==> config.mk <==
export PLATFORM = sky130hd
export DESIGN_NAME = phase_demod_ctrl
export DESIGN_NICKNAME = d
export VERILOG_FILES = /design/src/rtl/phase_demod_ctrl.sv
export SDC_FILE = /design/constraint.sdc
export NUM_CORES = 1
export LEC_CHECK = 0
export ABC_AREA = 1
export CAP_MARGIN = 15
export CORE_MARGIN = 2
export CORE_UTILIZATION = 35
export DETAILED_ROUTE_END_ITERATION = 12
export SYNTH_ARGS = -nofsm -noshare
export SYNTH_HDL_FRONTEND = slang
export SYNTH_SLANG_ARGS = --single-unit
==> constraint.sdc <==
create_clock -name clk -period 2.71 [get_ports clk]
set_input_delay 0.542 -clock clk [delete_from_list [all_inputs] [get_ports clk]]
set_output_delay 0.542 -clock clk [all_outputs]
set_load 0.01 [all_outputs]
==> src/rtl/phase_demod_ctrl.sv <==
// phase_demod_ctrl: NRZ-M bit recovery from a hard-decision phase input,
// sync-word framing and a fixed-length payload writer into an external RAM.
module phase_demod_ctrl #(
  parameter int                    data_width   = 8,
  parameter int                    frame_length = 150,
  parameter int                    addr_width   = 8,
  parameter int                    ref_clk_freq = 128000000,
  parameter int                    baudrate     = 9600,
  parameter logic [data_width-1:0] sync_word    = 8'h7E
) (
  input  logic                  clk,
  input  logic                  rst,
  input  logic                  rx_en,
  input  logic                  phase_in,
  output logic                  locked,
  output logic                  frame_done,
  output logic                  ram_clk,
  output logic                  ram_en,
  output logic                  ram_we,
  output logic [addr_width-1:0] ram_addr,
  output logic [data_width-1:0] ram_wr_data,
  output logic                  ram_rst
);

  // One bit period spans CYCLE+1 clocks; the sample point sits mid-bit.
  localparam int CYCLE = ref_clk_freq / baudrate;
  localparam int CNT_W = (CYCLE > 0) ? $clog2(CYCLE + 1) : 1;
  localparam int BIT_W = (data_width > 1) ? $clog2(data_width) : 1;
  localparam logic [CNT_W-1:0]      CNT_MAX  = CNT_W'(CYCLE);
  localparam logic [CNT_W-1:0]      CNT_HALF = CNT_W'(CYCLE / 2);
  localparam logic [BIT_W-1:0]      BIT_LAST = BIT_W'(data_width - 1);
  localparam logic [addr_width-1:0] ADDR_LAST = addr_width'(frame_length - 1);

  typedef enum logic [1:0] {S_IDLE, S_HUNT, S_RECV, S_DONE} state_t;

  state_t                state_q, state_d;
  logic                  ph_meta_q, ph_s_q, ph_dly_q, prev_q;
  logic [CNT_W-1:0]      cycle_cnt_q, cycle_cnt_d;
  logic [BIT_W-1:0]      bit_cnt_q, bit_cnt_d;
  logic [data_width-1:0] sh_q, sh_d;
  logic [addr_width-1:0] addr_q, addr_d;
  logic [data_width-1:0] wr_data_q, wr_data_d;
  logic                  wr_en_q, wr_en_d;

  logic                  edge_det;
  logic                  strobe;
  logic [data_width-1:0] sh_shift;

  // Edge detection, mid-bit strobe and the NRZ-M decoded shift value.
  always_comb begin
    edge_det = ph_s_q ^ ph_dly_q;
    strobe   = (state_q != S_IDLE) && !edge_det && (cycle_cnt_q == CNT_HALF);
    sh_shift = {sh_q[data_width-2:0], ph_s_q ^ prev_q};
  end

  // Next-state logic: bit timing, framing FSM, byte assembly and RAM writes.
  always_comb begin
    state_d   = state_q;
    bit_cnt_d = bit_cnt_q;
    sh_d      = strobe ? sh_shift : sh_q;
    addr_d    = addr_q;
    wr_en_d   = 1'b0;
    wr_data_d = wr_data_q;

    // An input edge realigns the bit clock and takes priority over the strobe.
    if (state_q == S_IDLE || edge_det || cycle_cnt_q == CNT_MAX) begin
      cycle_cnt_d = '0;
    end else begin
      cycle_cnt_d = cycle_cnt_q + 1'b1;
    end

    if (!rx_en) begin
      // Dropping the enable discards any partial byte and pending write.
      state_d   = S_IDLE;
      bit_cnt_d = '0;
      sh_d      = '0;
      addr_d    = '0;
    end else begin
      unique case (state_q)
        S_IDLE: begin
          state_d = S_HUNT;
          sh_d    = '0;
        end
        S_HUNT: begin
          if (strobe && sh_shift == sync_word) begin
            state_d   = S_RECV;
            bit_cnt_d = '0;
          end
        end
        S_RECV: begin
          if (strobe) begin
            if (bit_cnt_q == BIT_LAST) begin
              bit_cnt_d = '0;
              wr_en_d   = 1'b1;
              wr_data_d = sh_shift;
            end else begin
              bit_cnt_d = bit_cnt_q + 1'b1;
            end
          end
          // Address advances once the current write has been presented.
          if (wr_en_q) begin
            if (addr_q == ADDR_LAST) begin
              addr_d  = '0;
              state_d = S_DONE;
            end else begin
              addr_d = addr_q + 1'b1;
            end
          end
        end
        S_DONE: begin
          // Clearing sh forces the next sync word to be built from fresh bits.
          state_d = S_HUNT;
          sh_d    = '0;
        end
        default: state_d = S_IDLE;
      endcase
    end
  end

  // State and datapath registers with asynchronous reset.
  always_ff @(posedge clk or posedge rst) begin
    if (rst) begin
      state_q     <= S_IDLE;
      ph_meta_q   <= 1'b0;
      ph_s_q      <= 1'b0;
      ph_dly_q    <= 1'b0;
      prev_q      <= 1'b0;
      cycle_cnt_q <= '0;
      bit_cnt_q   <= '0;
      sh_q        <= '0;
      addr_q      <= '0;
      wr_data_q   <= '0;
      wr_en_q     <= 1'b0;
    end else begin
      state_q     <= state_d;
      ph_meta_q   <= phase_in;
      ph_s_q      <= ph_meta_q;
      ph_dly_q    <= ph_s_q;
      if (strobe) begin
        prev_q <= ph_s_q;
      end
      cycle_cnt_q <= cycle_cnt_d;
      bit_cnt_q   <= bit_cnt_d;
      sh_q        <= sh_d;
      addr_q      <= addr_d;
      wr_data_q   <= wr_data_d;
      wr_en_q     <= wr_en_d;
    end
  end

  // Output mapping.
  always_comb begin
    locked      = (state_q == S_RECV);
    frame_done  = (state_q == S_DONE);
    ram_clk     = clk;
    ram_en      = wr_en_q;
    ram_we      = wr_en_q;
    ram_addr    = addr_q;
    ram_wr_data = wr_data_q;
    ram_rst     = 1'b0;
  end

endmodule

==> results by group <==
Power and ir drop
  • Switching power: 531 uW
  • Pwr dens: 576 nW/um^2
  • Clk pwr share: 0.386
  • Internal power: 1240 uW
  • Peak supply drop: 0.000339 V
  • Sequential power share: 0.437
  • Sw Share: 0.300
  • Static Leak: 0.00139 uW
  • Share of total power in combinational logic: 0.177

Synthesis
  • Syn Inst Count: 324
  • Asr flop ratio synth: 1.00
  • Synthesized cell area: 2600 um^2
  • Synthesized area per cell: 8.03 um^2
  • Yosys reg bits: 47
  • Syn_nets: 340
  • Yosys warning count: 0
  • Number of flops mapped to enable cells by yosys: 0
  • Synth unique cells: 33
  • Primary FF master, synth: dfrtp_1
  • Sequential share of the synthesized area: 0.452

Route
  • 1st-iter DRT viols: 72
  • Vias: 2042
  • Avg Vias per Cell: 4.51
  • DRC: 0
  • TritonRoute pass-1 iters: 4
  • Post-route ant nets: 0
  • Wire per inst: 11.0 um
  • Total Wirelength: 5.00 mm

Clock network
  • Post-CTS resize count: 0
  • Skew-Pair Late Insertion Delay: 0.41 ns
  • Hold_buf cts: 0
  • Clk slew on worst S/H paths: 0.09 ns
  • CTS tree: built
  • Total setup buffers inserted after CTS: 0

Floorplanning
  • Core box area: 7210 um^2
  • Chip height: 90.2 um
  • Starting Density: 0.361
  • Num rows: 31
  • Die width: 90.2 um
  • Full die area: 8140 um^2
  • Num ports: 26

Placed design
  • Post-Place Setup Slack: 0.364 ns
  • Port-buffer cells: 24
  • Routability cong.: 0.847
  • Detailed placement HPWL: 3.76 mm

Critical path
  • CP max FO: 2
  • CP Class: clock port to primary output
  • Critical Path Source Type: clock port
  • R2R Path Start: state_q[0]
  • Worst Reg2Reg Path Length in Cells: 8
  • Endpoint class of the critical path: primary output
  • Crit path arrival time: 2.04 ns
  • Worst endpoint required time: 2.17 ns
  • Reg2reg setup slack: 0.90 ns
  • Reg-to-reg critical path endpoint: ram_wr_data[0]

Global route
  • First-pass GRT wire length: 9.06 mm
  • Initial antenna violation count: 0
  • Largest net degree at the start of global routing: 22
  • Final global-route overflow total: 0
  • GRT Overall Usage: 0.136
  • Vias in the first global route: 2024

Worst hold path
  • Hold EP: ph_s_q
  • WHS Path Cells: 0
  • Worst Min Path Start: ph_meta_q
  • Hold Path Class: register to register

Run status
  • Status: complete, no violations

Layout
  • Antenna Cells: 0
  • Fraction of layout cells with a size suffix above 1: 0.124
  • Post-layout util: 0.426
  • Layout area overhead: 18.1%
  • Nets@finish: 369

Timing
  • Final slew viol count: 0
  • Worst-margin pin slew: 0.603 ns
  • Clk_skew: 0.0137 ns
  • Final count of hold timing violations: 0
  • Post-Route Setup TNS: 0 ns
  • Rel. slew slack: 0.598
  • RSZ-0062 raised after global routing: no
  • Final Worst Setup Slack: 0.126 ns
  • Setup violators final: 0

Run
  • MaxCap Viol Count: 0
[cell usage after synthesis, types with 2 or more instances]
cell type,instances,area share
o21ai_0,4,0.0077
buf_4,4,0.012
nand2_2,5,0.012
a21oi_1,13,0.025
inv_1,41,0.059
nand3_2,4,0.015
inv_2,4,0.0058
nand4_1,7,0.017
dfrtp_1,47,0.45
o21ai_1,2,0.0038
nand2_1,73,0.11
ha_1,12,0.058
nor2_4,4,0.017
nor3_1,9,0.017
nor2_1,45,0.065
buf_6,3,0.013
o21ai_2,6,0.020
nand3_1,25,0.048
nor2_2,2,0.0048
[worst max path at each step]
stage	depth (start not counted)	slack, ns	end	startpoint
after floorplan	1	0.69	ram_clk	clk
final	3	0.13	ram_clk	clk
after CTS	3	0.11	ram_clk	clk
after detailed placement	1	0.36	ram_clk	clk
after global placement	1	0.36	ram_clk	clk
after global routing	3	0.11	ram_clk	clk
[final cells by class]
class,instances,area [um^2]
Fill cell,763,4140
Multi-Input combinational cell,225,1190
Sequential cell,47,1180
Timing Repair Buffer,25,245
Inverter,45,169
Tap cell,99,124
Clock buffer,9,120
Clock inverter,3,46.3
[flip-flops by register name, indices dropped and copies added, names as in the netlist]
name and cells:
prev_q 1, ph_s_q 1, cycle_cnt_q 14, bit_cnt_q 3, sh_q 7, state_q 2, ram_en 1, ram_addr 8
ph_meta_q 1, ph_dly_q 1, ram_wr_data 8
[power groups by stage]
| stage | Clock, uW | Sequential [uW] | Combinational, uW |
|---|---|---|---|
| after global routing | 741 | 782 | 361 |
| after global placement | 37.5 | 787 | 321 |
| after detailed placement | 37.5 | 789 | 316 |
| after CTS | 710 | 775 | 320 |
| after floorplan | 30.4 | 779 | 235 |
| final | 683 | 774 | 314 |
[per-stage QoR]
stage | cells | total power [uW] | cell area (um^2) | hold WS (ns)
floorplan | 324 | 1040 | 2600 | 0.331
global placement | 442 | 1150 | 2920 | 0.355
detailed placement | 442 | 1140 | 2920 | 0.346
CTS | 453 | 1800 | 3070 | 0.368
global route | 453 | 1880 | 3070 | 0.378
finish | 453 | 1770 | 3070 | 0.360
[kinds of logic after synthesis]
logic type               after synthesis  synth area share
AO/OA/AOI/OAI                         31            0.0750
adder cells (fa/ha/maj)               12            0.0577
XOR/XNOR                               1           0.00337
buffers and inverters                 52            0.0895
other                                  1           0.00144
AND/OR/NAND/NOR                      180             0.321
flip-flops                            47             0.452
[cell usage in the layout, fill, tap and decap left out, drive strengths merged]
cell type      count
nor2              51
clkbuf             8
bufinv             1
a22oi              1
o21bai             1
a21o               1
nand3b             1
o22ai              1
ha                12
nor3b              1
clkdlybuf4s50     24
clkinvlp           1
o21ai             12
nand3             29
nor3              10
inv               46
dfrtp             47
buf                2
conb               1
xor2               1
or2                1
nand4              7
a31o               1
a21oi             14
nand2             79
and3               1
[worst max-delay path, cell delays in order]
cell and delay, ns:
clkbuf_8 0.11, clkbuf_8 0.12, clkdlybuf4s50_1 0.46
[routing by layer]
layer  GRT usage  vias up  part of all wire  routed length (um)
li1            -     1078                 -                   -
met1       0.180      927              0.49                2420
met2       0.211       29              0.46                2320
met3      0.0377        8             0.036                 182
met4      0.0538        0             0.014                  70
met5           0        -                 0                   0
(Power assumes the default switching activity.)
